==> config.mk <==
export PLATFORM = sky130hd
export DESIGN_NAME = switch_input_port
export DESIGN_NICKNAME = d
export VERILOG_FILES = /design/src/rtl/switch_input_port.sv
export SDC_FILE = /design/constraint.sdc
export NUM_CORES = 1
export LEC_CHECK = 0
export BUFFER_PORTS_ARGS = -buffer_cell sky130_fd_sc_hd__buf_2
export CORE_AREA = 2 2 71 87
export DETAILED_ROUTE_END_ITERATION = 12
export DIE_AREA = 0 0 73 89
export PLACE_DENSITY = 0.5
export SLEW_MARGIN = 20
export SYNTH_ARGS = -nofsm -noshare
export SYNTH_HDL_FRONTEND = slang
export SYNTH_SLANG_ARGS = --single-unit
==> constraint.sdc <==
create_clock -name Clock -period 3.68 [get_ports Clock]
set_input_delay 0.184 -clock Clock [delete_from_list [all_inputs] [get_ports Clock]]
set_output_delay 0.184 -clock Clock [all_outputs]
set_load 0.01 [all_outputs]
==> src/rtl/switch_input_port.sv <==
// Debounced, handshaked button + switch-bank input port: each debounced press captures Switches once.
// Optional sticky overrun flag is compiled in with `define SWITCH_INPUT_OVERRUN_EN.
module switch_input_port #(
  parameter int DATA_W          = 16,
  parameter int DEBOUNCE_CYCLES = 50000,
  parameter int CNT_W           = 16
) (
  input  logic              Clock,
  input  logic              n_reset,
  input  logic              Button,
  input  logic [DATA_W-1:0] Switches,
  input  logic              data_ready,
  output logic              data_valid,
  output logic [DATA_W-1:0] data_out,
  output logic              pressed,
  output logic              overrun
);

  localparam logic [CNT_W-1:0] CNT_LAST = CNT_W'(DEBOUNCE_CYCLES - 1);

  typedef enum logic [1:0] {IDLE, FULL, WAIT_REL} state_t;

  logic [1:0]        sync_reg;
  logic              sync_n;
  logic              stable_n_reg, stable_n_next;
  logic [CNT_W-1:0]  cnt_reg, cnt_next;
  logic              press_evt;
  logic              consume;
  state_t            state_reg, state_next;
  logic [DATA_W-1:0] data_out_reg, data_out_next;

  // Two-flop synchronizer; resets to the released (high) level.
  always_ff @(posedge Clock or negedge n_reset) begin
    if (!n_reset) sync_reg <= 2'b11;
    else          sync_reg <= {sync_reg[0], Button};
  end

  assign sync_n = sync_reg[1];

  always_comb begin
    stable_n_next = stable_n_reg;
    cnt_next      = '0;
    press_evt     = 1'b0;
    if (sync_n != stable_n_reg) begin
      if (cnt_reg == CNT_LAST) begin
        stable_n_next = sync_n;
        press_evt     = stable_n_reg;
      end else begin
        cnt_next = cnt_reg + 1'b1;
      end
    end
  end

  always_ff @(posedge Clock or negedge n_reset) begin
    if (!n_reset) begin
      stable_n_reg <= 1'b1;
      cnt_reg      <= '0;
    end else begin
      stable_n_reg <= stable_n_next;
      cnt_reg      <= cnt_next;
    end
  end

  assign pressed    = ~stable_n_reg;
  assign data_valid = (state_reg == FULL);
  assign consume    = data_valid && data_ready;
  assign data_out   = data_out_reg;

  always_comb begin
    state_next    = state_reg;
    data_out_next = data_out_reg;
    case (state_reg)
      IDLE: begin
        if (press_evt) begin
          data_out_next = Switches;
          state_next    = FULL;
        end
      end
      FULL: begin
        // A press coinciding with the consume is dropped; the button is then held, so wait for release.
        if (consume) begin
          if (press_evt || !stable_n_reg) state_next = WAIT_REL;
          else                            state_next = IDLE;
        end
      end
      WAIT_REL: begin
        if (stable_n_reg) state_next = IDLE;
      end
      default: state_next = IDLE;
    endcase
  end

  always_ff @(posedge Clock or negedge n_reset) begin
    if (!n_reset) begin
      state_reg    <= IDLE;
      data_out_reg <= '0;
    end else begin
      state_reg    <= state_next;
      data_out_reg <= data_out_next;
    end
  end

`ifdef SWITCH_INPUT_OVERRUN_EN
  logic overrun_reg;

  // Set has priority over the clearing handshake in the same cycle.
  always_ff @(posedge Clock or negedge n_reset) begin
    if (!n_reset)                           overrun_reg <= 1'b0;
    else if (state_reg == FULL && press_evt) overrun_reg <= 1'b1;
    else if (consume)                        overrun_reg <= 1'b0;
  end

  assign overrun = overrun_reg;
`else
  assign overrun = 1'b0;
`endif

endmodule

==> reports/metrics.sh <==
SYNTH_FF_TYPE='dfrtp_1'
FINALWORSTSETUPSLACK_NS=1.70
GRT_PASS1_VIAS=1175
POWER.IR.VDD_WORST_uV=246
CRIT_PATH_END_KIND='register'
WORST-PATH-MAX-FANOUT=17
GLOBALROUTE.TOTALOVERFLOW=0
GRT_MAX_DEGREE=38
CTSHTREEMAXLEVEL=2
YOSYS.CELL_COUNT.TOP_TYPE='dfrtp_1'
CTS.ROOT.BUFFER_CELL='clkbuf_8'
TOTALNEGATIVESETUPSLACK_NS=0
DRIVE_GT1_FRAC=0.392
WORST-SLEW-PIN-TRANSITION_NS=0.803
INITIAL_CORE_UTIL=0.297
CELL_TYPES_OCCUPYING_THE_MOST_AREA_AFTER_SYNTHESIS='dfrtp_1 51%, mux2_4 8.1%, xnor2_1 7.4%, dfstp_2 4.7%, mux2_2 4.7%'
STARTPOINT_TYPE='register'
SYNTH_ENABLE_FLOP_CELLS=0
NUMBER_OF_DISTINCT_STANDARD_CELLS_REFERENCED_BY_THE_SYNTHESIZED_NETLIST=28
FINALHOLDVIOLATIONS=20
FLOORPLAN.CORE_AREA_UM2=5590
POSTCTSRESIZEDCELLS=0
PLACE_HPWL_MM=2.26
PERIOD_MINUS_SLACK_NS=1.98
POST_DRT_VIA_CELL_RATIO=4.62
DRC=0
MAXCAP_VIOL_COUNT=0
SYNTH_COMMONEST_CELLS='34 x dfrtp_1, 19 x nor2_1, 14 x xnor2_1'
LAYOUT-AREA-OVERHEAD-VS-SYNTH_PCT=19.9
SYNTH_TOP_CELL_AREA_SHARE=0.512
YS_SEQ_AREA_FRAC=0.559
NFILLCELLS=552
ANT_NETS=0
CRITPATHKIND='reg2reg'
WORST_SETUP_HOLD_PATH_CLK_SLEW_NS=0.07
ROW_COUNT=30
ANTENNA_CELLS=0
FINALCRITPERIODSHARE=0.539
P_LEAK_uW=0.000903
FIN_UTIL=0.356
DRT-TOTAL-WL_MM=3.10
REPORT.FINAL.SLEW_VIOL_COUNT=0
HOLDWS_NS=-0.0180
IOS=39
WORST_HOLD_PATH_TYPE='in2async'
SYNTHESIS.NETS=155
INITIALDRTVIOLATIONCOUNT=29
GPL.FINAL_WEIGHTED_CONGESTION=0.753
TRITONCTS_CLOCK_TREE='built'
PORT_BUFFERS=37
CTS_SETUP_BUFFERS=0
CHIPHEIGHT_UM=89
VIAS=1108
SYNTHESIS.YOSYS.WARNINGS=0
CTS_BUFFERS=5
PRE_CTS_WS_NS=1.69
ASYNC_RESET_FF_FRAC=1.00
FIN_WORST_SKEW_NS=0.00771
CLOCK_TREE.BUFFER_DEPTH=2
POWERDENSITY_nW_PER_UM2=381
GROUTE.USAGE.OVERALL=0.108
TIMING.CRITICAL_PATH.ARRIVAL_NS=2.15
SYNTH.CELL_AREA_UM2=1660
YOSYS.AREA.TOP_TYPE='dfrtp_1'
CTS.SINKS=37
DIE_WIDTH_UM=73
FIRST_PASS_GRT_WIRE_LENGTH_MM=5.40
SLEW-LIMIT-HEADROOM=0.464
OUTCOME='complete, but fails checks'
FAILED_CHECKS='negative hold slack'
TIMING.FMAX_MHz=504
SYNTH_AREA_PER_CELL_UM2=12.4
POST_SYNTH_INST_COUNT=134
SETUP_VIOL=0
INSERTION_DELAY_NS=0.29
INITIAL_ANTENNA_VIOLATION_COUNT=0
POST_DRT_WL_PER_CELL_UM=12.9
WORST_EP_REQUIRED_TIME_NS=3.85
YOSYS_REGISTER_BITS=37
NNETSFINAL=196
RSZ0062_AT_GRT='false'
ITERATION_COUNT_OF_THE_INITIAL_DETAILED_ROUTING_PASS=4
FLOORPLAN.DIE_AREA_UM2=6500
placed cells by master, fill, tap and decap left out:
cell type      instances
nor4_4                 1
o21ai_0                3
clkinvlp_4             1
nand2_4                1
nand3_1                5
clkinv_2               2
a21oi_1                1
nor2b_1                2
or2_2                  1
dfstp_2                3
nor4_1                 5
mux2_4                 9
nor2_1                19
nand4_1                3
xor2_1                 1
xnor2_1               14
or3_4                  1
clkbuf_8               5
buf_2                 37
mux2_2                 7
dfrtp_1               34
nand4b_1               1
nand4bb_1              2
nor3_1                 4
dlygate4sd3_1          1
conb_1                 1
nand2_1                4
ha_1                   1
inv_1                  6
nand4_4                1
final cells by class:
| cell class | count | area [um2] | area share |
|---|---|---|---|
| sequential | 37 | 930 | 0.467 |
| multi-input combinational | 87 | 678 | 0.340 |
| timing repair buffer | 38 | 195 | 0.0980 |
| tap | 64 | 80.1 | 0.0402 |
| clock buffer | 5 | 68.8 | 0.0345 |
| inverter | 6 | 22.5 | 0.0113 |
| clock inverter | 3 | 17.5 | 0.00879 |
cells by family after synthesis:
family	synth area share
AOI/OAI and AO/OA	0.0120
DFF	0.559
xor gates and xnor gates	0.0791
other	0.00226
adders and majority gates	0.00753
muxes	0.129
buffers and inverters	0.0324
and+or+nand+nor	0.178
critical path, stage by stage, from the launching register on:
cell and delay, ns:
dfrtp_1 0.41, ha_1 0.27, nand4_4 0.15, nor4_4 0.43, nand2_4 0.26, mux2_4 0.36
timing repair:
action,CTS,global route
hold buffers,1,0
setup endpoints to repair,0,0
endpoints found under the hold margin,1,0
path summary, 6_finish.rpt:
kind | slack, ns | cells past startpoint | endpoint | startpoint
max | 1.70 | 5 | data_out[12] | cnt_reg[0]
min in group Clock | 0.12 | 2 | data_out[5] | Switches[5]
max reg2reg | 1.70 | 5 | data_out[12] | cnt_reg[0]
min | -0.02 | 1 | cnt_reg[11] | n_reset
max in group asynchronous | 3.18 | 1 | cnt_reg[4] | n_reset
min reg2reg | 0.36 | 0 | sync_reg[1] | sync_reg[0]
layer usage:
layer | vias up | track usage | share of wire
met1 | 539 | 0.124 | 0.44
met5 | - | 0 | 0
met3 | 4 | 0.0395 | 0.069
met4 | 0 | 0.0337 | 0.0074
met2 | 36 | 0.185 | 0.49
li1 | 529 | - | -
where the power goes:
part	leakage, uW	internal, uW	switching [uW]
sequential	0.000465	421	9.82
combinational	0.000393	27.5	27.1
clock	0.0000439	131	144
total	0.000903	579	180
per-stage QoR:
step / cells / cell area (um2) / power [uW]
floorplan: 134 / 1660 / 464
global placement: 231 / 1900 / 491
detailed placement: 231 / 1900 / 495
CTS: 240 / 1990 / 776
global route: 240 / 1990 / 802
finish: 240 / 1990 / 760
No activity file was read; power rests on OpenSTA's default activity.
